--- src/rtl/alu_pkg.sv ---
`default_nettype none
// ============================================================================
// Module   : alu_pkg
// Purpose  : Shared definitions for the ALU arbiter slice: the ALU op codes
//            the arbiter may forward, a decode helper that flags supported
//            ops, and the arbiter FSM state encoding.
// Ports    : none (package)
// Revision : 1.0  initial release
// ============================================================================
package alu_pkg;

  localparam logic [3:0] OP_AND = 4'd0;
  localparam logic [3:0] OP_OR  = 4'd1;
  localparam logic [3:0] OP_ADD = 4'd15;
  localparam logic [3:0] OP_SUB = 4'd6;
  localparam logic [3:0] OP_SLT = 4'd7;
  localparam logic [3:0] OP_NOR = 4'd12;

  typedef enum logic [1:0] {
    IDLE = 2'd0,
    EXEC = 2'd1,
    RESP = 2'd2
  } state_t;

  // True only for op codes the ALU actually implements.
  function automatic logic op_supported(input logic [3:0] op);
    logic ok;
    case (op)
      OP_AND, OP_OR, OP_ADD, OP_SUB, OP_SLT, OP_NOR: ok = 1'b1;
      default:                                        ok = 1'b0;
    endcase
    return ok;
  endfunction

endpackage
`default_nettype wire

--- src/rtl/rr_arb2.sv ---
`default_nettype none
// ============================================================================
// Module   : rr_arb2
// Purpose  : Two-input round-robin arbiter. A lone request is granted
//            immediately; on contention the requester that was not granted
//            last wins. The last-grant pointer moves only when advance=1.
// Ports    : clk      in   clock, rising edge
//            reset    in   synchronous active-high reset
//            req      in   [1:0] request lines
//            advance  in   grant was consumed; record it as the last grant
//            gnt      out  [1:0] one-hot grant (zero when no request)
// Revision : 1.0  initial release
// ============================================================================
module rr_arb2 (
  input  logic       clk,
  input  logic       reset,
  input  logic [1:0] req,
  input  logic       advance,
  output logic [1:0] gnt
);

  // Resets to 1 so requester 0 wins the first contention.
  logic r_last;

  always_comb begin
    gnt = 2'b00;
    case (req)
      2'b01:   gnt = 2'b01;
      2'b10:   gnt = 2'b10;
      2'b11:   gnt = r_last ? 2'b01 : 2'b10;
      default: gnt = 2'b00;
    endcase
  end

  always_ff @(posedge clk) begin
    if (reset) begin
      r_last <= 1'b1;
    end else if (advance) begin
      r_last <= gnt[1];
    end
  end

endmodule
`default_nettype wire

--- src/rtl/alu_arbiter.sv ---
`default_nettype none
// ============================================================================
// Module   : alu_arbiter
// Purpose  : Shares one 32-bit ALU between two requesters (0 = main datapath,
//            1 = auxiliary unit). Round-robin grant over a valid/ready
//            request channel, one EXEC cycle on the ALU, then a registered
//            response held until the consumer accepts it. Unsupported ops
//            never reach the ALU and are answered with rsp_err=1.
// Ports    : clk, reset                      clock / sync active-high reset
//            req_valid[1:0], req_ready[1:0]  request handshake per requester
//            req_op0/1, req_a0/1, req_b0/1   op code and operands
//            rsp_valid, rsp_ready            response handshake
//            rsp_id, rsp_data, rsp_zero,     response owner, result, zero
//            rsp_err                         flag, unsupported-op flag
//            alu_x, alu_y, alu_op            drive to the external ALU
//            alu_r, alu_zero                 result from the external ALU
// Revision : 1.0  initial release
// ============================================================================
module alu_arbiter
  import alu_pkg::*;
#(
  parameter int         DATA_W  = 32,
  parameter logic [3:0] IDLE_OP = 4'd0
) (
  input  logic              clk,
  input  logic              reset,
  input  logic [1:0]        req_valid,
  output logic [1:0]        req_ready,
  input  logic [3:0]        req_op0,
  input  logic [3:0]        req_op1,
  input  logic [DATA_W-1:0] req_a0,
  input  logic [DATA_W-1:0] req_a1,
  input  logic [DATA_W-1:0] req_b0,
  input  logic [DATA_W-1:0] req_b1,
  output logic              rsp_valid,
  input  logic              rsp_ready,
  output logic              rsp_id,
  output logic [DATA_W-1:0] rsp_data,
  output logic              rsp_zero,
  output logic              rsp_err,
  output logic [DATA_W-1:0] alu_x,
  output logic [DATA_W-1:0] alu_y,
  output logic [3:0]        alu_op,
  input  logic [DATA_W-1:0] alu_r,
  input  logic              alu_zero
);

  state_t            r_state;
  state_t            w_state_nxt;
  logic [3:0]        r_op;
  logic [DATA_W-1:0] r_a;
  logic [DATA_W-1:0] r_b;
  logic              r_id;
  logic [1:0]        w_gnt;
  logic              w_take;
  logic              w_op_ok;

  rr_arb2 u_arb (
    .clk     (clk),
    .reset   (reset),
    .req     (req_valid),
    .advance (w_take),
    .gnt     (w_gnt)
  );

  assign w_op_ok   = op_supported(r_op);
  assign rsp_valid = (r_state == RESP);

  always_ff @(posedge clk) begin
    if (reset) begin
      r_state <= IDLE;
    end else begin
      r_state <= w_state_nxt;
    end
  end

  // Grants are only offered in IDLE, so the handshake cycle in RESP never
  // overlaps with a new acceptance.
  always_comb begin
    w_state_nxt = r_state;
    req_ready   = 2'b00;
    w_take      = 1'b0;
    alu_x       = '0;
    alu_y       = '0;
    alu_op      = IDLE_OP;
    case (r_state)
      IDLE: begin
        req_ready = w_gnt;
        w_take    = |(req_valid & w_gnt);
        if (w_take) begin
          w_state_nxt = EXEC;
        end
      end
      EXEC: begin
        alu_x = r_a;
        alu_y = r_b;
        // An unsupported op keeps the ALU on its idle op.
        if (w_op_ok) begin
          alu_op = r_op;
        end
        w_state_nxt = RESP;
      end
      RESP: begin
        if (rsp_ready) begin
          w_state_nxt = IDLE;
        end
      end
      default: w_state_nxt = IDLE;
    endcase
  end

  always_ff @(posedge clk) begin
    if (reset) begin
      r_op     <= IDLE_OP;
      r_a      <= '0;
      r_b      <= '0;
      r_id     <= 1'b0;
      rsp_id   <= 1'b0;
      rsp_data <= '0;
      rsp_zero <= 1'b0;
      rsp_err  <= 1'b0;
    end else begin
      if (w_take) begin
        r_op <= w_gnt[1] ? req_op1 : req_op0;
        r_a  <= w_gnt[1] ? req_a1  : req_a0;
        r_b  <= w_gnt[1] ? req_b1  : req_b0;
        r_id <= w_gnt[1];
      end
      // Response fields change only here, so they stay frozen through RESP.
      if (r_state == EXEC) begin
        rsp_id   <= r_id;
        rsp_data <= w_op_ok ? alu_r : '0;
        rsp_zero <= w_op_ok & alu_zero;
        rsp_err  <= ~w_op_ok;
      end
    end
  end

endmodule
`default_nettype wire

--- config.mk ---
export PLATFORM = sky130hd
export DESIGN_NAME = alu_arbiter
export DESIGN_NICKNAME = d
export VERILOG_FILES = /design/src/rtl/alu_pkg.sv /design/src/rtl/rr_arb2.sv /design/src/rtl/alu_arbiter.sv
export SDC_FILE = /design/constraint.sdc
export NUM_CORES = 1
export LEC_CHECK = 0
export BUFFER_PORTS_ARGS = -buffer_cell sky130_fd_sc_hd__buf_2
export CAP_MARGIN = 20
export CORE_MARGIN = 4
export CORE_UTILIZATION = 35
export DETAILED_ROUTE_END_ITERATION = 8
export PLACE_DENSITY_LB_ADDON = 0.3
export SETUP_SLACK_MARGIN = 0.3
export SYNTH_ARGS = -nofsm -noshare
export SYNTH_HDL_FRONTEND = slang
export SYNTH_SLANG_ARGS = --single-unit
--- constraint.sdc ---
create_clock -name clk -period 2.42 [get_ports clk]
set_input_delay 0.121 -clock clk [delete_from_list [all_inputs] [get_ports clk]]
set_output_delay 0.121 -clock clk [all_outputs]
set_load 0.02 [all_outputs]
==> impl.org, run 1 <==
** Pwr
- Summing internal, switching and leakage power gives around 4.7 mW.
- Cell area power density :: 656.9 mW/mm2
- Leakage power :: 3.258 nW
- Highest ir drop seen on vdd :: 511.3 uV

** Die
- Width of the die :: 131.0 um
- Overall die height :: 131.0 um
- Starting utilization of the core area :: 36.05%
- The die covers 0.01717 mm2.
- Core footprint :: 0.01470 mm2
- Std-Cell Rows :: 44
- Pin placement for this block handled 280 I/O pins.

** Logic synthesis
- The netlist uses 31 different library cells.
- The Yosys step of the flow raised 0 warnings.
- Total standard cell area after synthesis :: 0.005299 mm2
- The most used flip-flop cell after synthesis is sky130_fd_sc_hd__dfxtp_1.
- In this run the biggest area consumer among cell types represents 40.43% of the synthesized area.
- Number of enable flip-flop cells after synthesis :: 0
- Top cell types by occurrence after synthesis :: 107 x sky130_fd_sc_hd__dfxtp_1, 71 x sky130_fd_sc_hd__a21oi_1, 68 x sky130_fd_sc_hd__mux2i_1, 66 x sky130_fd_sc_hd__and2_1, 66 x sky130_fd_sc_hd__nand3b_1
- The synthesized design contains about 110 register bits.
- Avg Inst Size Synth :: 9.231 um2
- Among all cell types in the netlist, the one instantiated most often is sky130_fd_sc_hd__dfxtp_1.
- In the synthesized netlist the async set-or-reset flop fraction comes to 0%.
- Synthesis produced 574 cells.
- Leading post-synthesis cells by cell area :: sky130_fd_sc_hd__dfxtp_1 40%, sky130_fd_sc_hd__mux2i_1 13%, sky130_fd_sc_hd__nand3b_1 9.4%
- Portion of the post-synthesis area used by sequential elements :: about two fifths
- Summed over all instances, the cell type with the most area after synthesis is sky130_fd_sc_hd__dfxtp_1.
- Synthesis produced a netlist with a net count of 748.

** Place
- Worst setup slack before clock tree synthesis :: 0.7263 ns
- Placer congestion estimate :: 0.7508
- In this run, placement finished with an instance count of just under 1,000.
- In this run the tool buffered the top-level ports with 279 buffer cells.
- After legalization and detailed placement, the total HPWL measured 11.16 mm.

** Routing
- The routed design has 16.34 mm of wire.
- Detailed-router iteration count before antenna repair :: 4
- The count of nets left with antenna violations once routing finished came out at 0.
- Total number of vias :: 5,068
- Routed len/inst :: 16.24 um
- Per-cell via count in the routed design :: 5.038
- DRC violation count after routing :: 0
- After the first detailed-routing iteration, the DRC count stood at 173.

** STA
- Final clock period utilization by the worst path :: 76.65%
- Setup repair after global routing left no endpoint under its margin.
- Final-layout setup total negative slack :: 0 ns
- For the pin with the worst max-slew slack, the measured transition is 0.7486 ns.
- Count of final max-slew check failures :: 0
- Smallest setup slack after layout :: 0.5650 ns
- Slew Limit Headroom :: 50.09%
- Subtracting the final worst setup slack from the clock period gives roughly 1.9 ns.
- The number of failing hold endpoints at the final stage came to 0.
- Worst clock skew :: 0.006389 ns
- Setup violations remaining at the end of the flow were counted as 0.
- WHS :: 0.03330 ns
- Based on the critical path, the design can be clocked at up to 539.1 MHz.

** CTS
- CTS H-Tree Depth :: 3
- After clock tree synthesis, the repair step resized 0 gates.
- Clock insertion delay at the later pin of the skew report :: about 0.35 ns
- Clock input transition at the sequential cells of the worst setup and hold paths :: 0.07 ns
- Counting along the longest clock path gives a buffer depth of 2.
- Clk root buf :: sky130_fd_sc_hd__clkbuf_16
- Number of buffers created by CTS :: 9
- CTS Sinks :: roughly 110
- Clock tree from TritonCTS :: done

** Global routing
- Global routing used 18.20% of the available tracks across all layers.
- Vias in the first global route :: 4,857
- The number of antenna violations at the first check in global routing was 0.
- Final global-route overflow total :: 0
- Maximum number of pins on one net before global-route repair :: 141
- First-pass GRT wire length :: 24.95 mm

** Worst setup path
- CP endpoint kind :: output port
- On the worst path, the slowest cell contributes a delay of 0.38 ns.
- Buffers plus inverters on the worst setup path :: 2
- For the worst setup path, the data required time is 2.30 ns.
- Cells on worst reg2reg path :: 5
- On the critical path the largest part of the delay comes from buffers and inverters.
- Type of origin of the critical path :: flop
- Along the worst path, the maximum fanout reaches 18.
- Data on the critical path arrives at its endpoint at 1.73 ns.
- Type of the worst setup path :: reg2out
- On the critical path, the stage with the largest delay is an instance of sky130_fd_sc_hd__dfxtp_1.
- Logic depth of the worst setup path including buffers :: 4
- Worst reg2reg path endpoint :: r_b[25]
- The worst register-to-register path begins at u_arb.r_last.
- R2R setup slack :: 0.83 ns
- Walking the worst path, the cells encountered are nand2b_1, buf_4, a211oi_1, buf_2.

** Hold path
- Hold path endpoint :: rsp_data[21]
- Number of cells traversed by the worst hold path :: 3
- The startpoint identified for the worst hold timing path is alu_r[21].
- The worst hold path belongs to the class in2reg.

** Cells and area
- Number of diodes added for antenna fixing :: 0
- Relative to the synthesized area, the layout overhead comes to 34.64%.
- Ratio of cells with drive above 1 in the final layout :: roughly two fifths
- For this run, the post-layout net count is approximately 990.
- Excluding fillers, the count of instances in the completed layout stands at 1,006.

** Outcome
- Run status :: completed

** Job
- The tool flagged a number of max-cap violations equal to 0.
[worst register-to-register path: cells and delay by family, from the launching register on]
family          cells  cell delay [ns]
mux                 1             0.20
flops               1             0.34
compound gates      2             0.47
buf+inv             2             0.44
[final cells by class]
cell class | count | area (um2)
Clock buffer | 12 | 236.5
Clock inverter | 4 | 51.30
Fill cell | 1477 | 7565
Inverter | 4 | 15.01
Multi-Input combinational cell | 398 | 2875
Sequential cell | 107 | 2142
Tap cell | 184 | 230.2
Timing Repair Buffer | 297 | 1584
[cells in the final DEF, fill, tap and decap left out, types with 3 or more instances in the layout]
cell type	count
sky130_fd_sc_hd__a211oi_2	10
sky130_fd_sc_hd__clkbuf_1	3
sky130_fd_sc_hd__and2_1	65
sky130_fd_sc_hd__clkbuf_16	9
sky130_fd_sc_hd__dfxtp_1	107
sky130_fd_sc_hd__a211oi_1	59
sky130_fd_sc_hd__o21ai_1	16
sky130_fd_sc_hd__nand2_1	3
sky130_fd_sc_hd__nor3_1	3
sky130_fd_sc_hd__mux2i_1	68
sky130_fd_sc_hd__a21oi_1	71
sky130_fd_sc_hd__buf_12	4
sky130_fd_sc_hd__nor2b_1	3
sky130_fd_sc_hd__nand3b_1	66
sky130_fd_sc_hd__o21ai_0	17
sky130_fd_sc_hd__buf_2	278
sky130_fd_sc_hd__inv_1	4
sky130_fd_sc_hd__buf_4	15
[power breakdown]
group	internal [mW]	switching [mW]	leakage, nW	total (mW)
Combinational	0.498	0.689	2.24	1.19
Clock	0.805	0.653	0.137	1.46
Sequential	1.95	0.0944	0.883	2.04
Total	3.25	1.44	3.26	4.69
[per-stage QoR]
| stage | cell area (um2) | utilization, % |
|---|---|---|
| 3_5_place_dp | 6839 | 46.53 |
| 6_report | 7134 | 48.54 |
| 2_1_floorplan | 5299 | - |
| 4_1_cts | 7127 | 48.48 |
| 5_1_grt | 7134 | 48.54 |
| 3_3_place_gp | 6839 | 46.53 |
[sequential cells by signal, indices dropped and copies added, names as in the netlist]
signal / count
r_a: 32
r_b: 32
r_id: 1
r_op: 4
r_state: 2
rsp_data: 32
rsp_err: 1
rsp_id: 1
rsp_zero: 1
u_arb.r_last: 1
[how the worst max path moves through the flow]
stage	startpoint	slack [ns]	endpoint
final	r_state[1]	0.57	alu_op[1]
after global placement	r_op[1]	0.75	alu_op[2]
after floorplan	r_op[1]	0.94	alu_op[0]
after global routing	r_state[0]	0.41	alu_op[1]
after CTS	r_op[1]	0.34	alu_op[2]
after detailed placement	r_op[1]	0.73	alu_op[2]
[repair_timing]
action / in CTS / in global routing
endpoints found under the setup margin: 0 / 2
hold endpoints to repair: 0 / 0
setup buffers: 0 / 1
hold buffers: 0 / 0
[cell families after synthesis]
logic type	after synthesis	synth area share, %
compound gates	178	21.53
mux	68	12.85
simple gates	151	19.20
flops	107	40.42
buf+inv	69	5.832
xor+xnor	1	0.1653
[layer usage]
metal	GRT usage (%)	wire, um
met3	5.772	1396
met5	0	0
met2	30.53	7686
met1	22.69	7068
met4	4.598	185
Power figures use the tool's default switching activity.
==> run 2: changes to the inputs <==
Clock period 2.42 ns to 1.5 ns, I/O delays scaled along.
==> run 2 against run 1 <==
Compared with the run above:
- the run now ends with setup timing left
- global-route usage up 7.7 points
- die area is the same
- via count rose by 22%
- worst hold slack got worse by 0.019 ns
- utilization up 25 points
- combinational power rose to 3.8 times the previous value
- largest power group is now combinational logic
- final area up 52%
- count of clock-buffer cells in the layout shrank 2
- setup slack got worse by 0.68 ns
- flip-flop and latch count unchanged
==> impl.org, run 2 (synthesis results as in run 1) <==
** Cells and area
- The final design utilization came to 73.77% (+25 points).
- Number of cells in the finished layout apart from fillers :: 1,144 (+14%)
- Largest registers :: r_a x32, r_b x32, rsp_data x32
- The share of cells above drive strength 1 came to 66.88% (+27 points).
- Sequential cell area :: 0.002158 mm2 (+0.76%)
- Commonest cells after routing, fill and taps aside :: 207 x sky130_fd_sc_hd__buf_2, 100 x sky130_fd_sc_hd__dfxtp_1, 90 x sky130_fd_sc_hd__buf_6, 66 x sky130_fd_sc_hd__nand3b_1, 60 x sky130_fd_sc_hd__a211oi_2
- Commonest non-fill, non-tap cell in the layout :: sky130_fd_sc_hd__buf_2
- The antenna diode count was 0 (unchanged).
- The number of nets in the layout is 1,129 (+14%).
- Relative to the synthesized area, the layout overhead comes to 104.6%.
- The multi-input gate area in the final layout is 0.003759 mm2 (+31%).
- The number of fillers in the final layout came to 956 (-35%).

** Place
- Total instance count after detailed placement :: 999 (+1.0%)
- Worst setup slack before clock tree synthesis :: 0.1064 ns (-0.6199 ns)
- The detailed-placement wirelength estimate was 11.45 mm (+2.6%).
- The last weighted congestion value of the routability-driven placer came to 0.7559 (+0.68%).
- Count of input and output buffers :: 279 (unchanged)

** Worst setup path
- The top fanout value on the critical path came to 14 (-4).
- The critical path is of the reg2out type.
- The worst setup path is launched from a flop.
- Critical path data arrival time :: 1.54 ns (-0.19 ns)
- The worst endpoint required time came to 1.42 ns (-0.88 ns).
- The worst setup path is captured at an output port.

** Global routing
- Final global-route overflow total :: 0 (unchanged)
- The number of global-route vias before repair is 6,198 (+28%).
- The maximum number of pins on one net before global-route repair is 72 (-49%).
- The wire length of the first global-routing pass is 34.09 mm (+37%).
- The aggregate global-route resource usage was 25.89% (+7.7 points).
- Initial antenna violation count :: 0 (unchanged)

** Pwr
- Cell area power density :: 974.4 mW/mm2 (+48%)
- Highest ir drop seen on vdd :: 707.2 uV (+38%)
- Final Total Pwr :: 10.56 mW (+130%)
- The leakage power total was 4.683 nW (+44%).

** CTS
- Number of buffers on the longest clock path :: 2 (unchanged)
- The number of buffers created by CTS came to 9 (unchanged).
- In this run the clock root is driven by a sky130_fd_sc_hd__clkbuf_16.
- CTS Sinks :: 107 (unchanged)
- Clock input transition at the sequential cells of the worst setup and hold paths :: 0.07 ns (about the same)
- The clock insertion delay at the later pin of the skew report is 0.35 ns (about the same).
- The level count of the clock H-tree is 3 (unchanged).
- TritonCTS built the clock tree.

** STA
- Worst clock skew :: 0.009528 ns (+0.003139 ns)
- The number of failing hold endpoints at the final stage is 0 (unchanged).
- In the finished design, the share of the clock period the worst path needs comes to 107.5%.
- For this run, the top clock speed supported by timing is approximately 620 MHz.
- Final Critical Period :: 1.613 ns
- Setup-failing EPs final :: 129 (+129)
- Worst slew pin tran :: 0.9726 ns (+0.2240 ns)
- Smallest setup slack after layout :: -0.1127 ns (-0.6777 ns)
- Setup repair after global routing could not meet its margin everywhere.
- Count of final max-slew check failures :: 0 (unchanged)
- The worst relative slew slack is 35.16% (-15 points).

** Routing
- The detailed-route via count is 6,158 (+22%).
- Per-cell via count in the routed design :: 5.383 (+6.9%)
- The count of nets left with antenna violations after detail routing was 0 (unchanged).
- The first-pass iteration count of the detailed router came to 4 (unchanged).
- The number of remaining DRC errors was 0 (unchanged).
- Routed len/inst :: 21.72 um (+34%)
- The routed wire length was 24.85 mm (+52%).
- Drt first-iter violations :: 214 (+24%)

** Die
- Boundary pin count :: 280 (unchanged)
- The full die area came to 0.01717 mm2 (unchanged).
- Std-Cell Rows :: 44 (unchanged)
- The standard cell core area came to 0.01470 mm2 (unchanged).
- Starting utilization of the core area :: 36.05% (unchanged)
- The floorplan die width came to 131.0 um (unchanged).
- The die height was 131.0 um (unchanged).

** Outcome
- The checks that failed: setup timing.
- The flow ran to the end, but the final reports show violations.

** Hold path
- Worst min path class :: in2reg

** Job
- The number of max-cap violations came to 0 (unchanged).
-- run 2: changes by cell type in the layout (fill, tap and decap cells not counted), moves of 33 or more --
cell and delta:
sky130_fd_sc_hd__a211oi_1 -51, sky130_fd_sc_hd__and2_4 +49, sky130_fd_sc_hd__buf_6 +90, sky130_fd_sc_hd__buf_12 +33, sky130_fd_sc_hd__and2_1 -53, sky130_fd_sc_hd__a211oi_2 +50, sky130_fd_sc_hd__buf_2 -71
-- run 2: per-layer routing --
metal  track usage (%)  share of wire [%]
met3             6.748                6.6
met5                 0                  0
met2             45.46                 52
met4             9.679                2.5
met1             30.20                 39
-- run 2: timing repair --
item	CTS	global route
gates resized for setup	305	123
setup endpoints to repair	175	177
endpoints found under the hold margin	25	1
buffers inserted	51	14
gates cloned	32	6
hold buffers	25	1
pin swaps	59	50
-- run 2: cell type report --
cell class | count | share of cell area [%]
Multi-Input combinational cell | 399 | 34.66
Tap cell | 184 | 2.123
Sequential cell | 107 | 19.91
Inverter | 4 | 0.1385
Clock buffer | 10 | 2.204
Timing Repair Buffer | 434 | 40.16
Clock inverter | 6 | 0.8078
-- run 2: final timing paths --
path	startpoint	end	slack [ns]	cells after the start
setup / recovery	r_state[0]	alu_x[16]	-0.11	5
hold / removal	alu_r[3]	rsp_data[3]	0.01	3
setup reg to reg	r_state[1]	r_b[23]	-0.09	9
hold reg to reg	rsp_id	rsp_id	0.46	2
-- run 2: stage by stage --
step	hold slack (ns)	instance area [um2]	TNS (ns)
2_1_floorplan	0.2340	5463	0
3_3_place_gp	0.3383	7122	0
3_5_place_dp	0.3332	7122	0
4_1_cts	0.002505	10060	-3.444
5_1_grt	0.01134	10840	-12.66
6_report	0.01416	10840	-5.085
-- run 2: report_power, final --
part	total (mW)	internal, mW	switching [mW]
clock network	2.63	1.51	1.11
registers	3.36	3.14	0.215
logic	4.58	2.56	2.02
total	10.6	7.22	3.35
-- run 2: worst max-delay path, stage by stage (launching register included) --
cell,delay [ns]
sky130_fd_sc_hd__dfxtp_4,0.36
sky130_fd_sc_hd__nor2b_4,0.21
sky130_fd_sc_hd__buf_6,0.15
sky130_fd_sc_hd__clkbuf_16,0.17
sky130_fd_sc_hd__and2_2,0.18
sky130_fd_sc_hd__buf_6,0.13
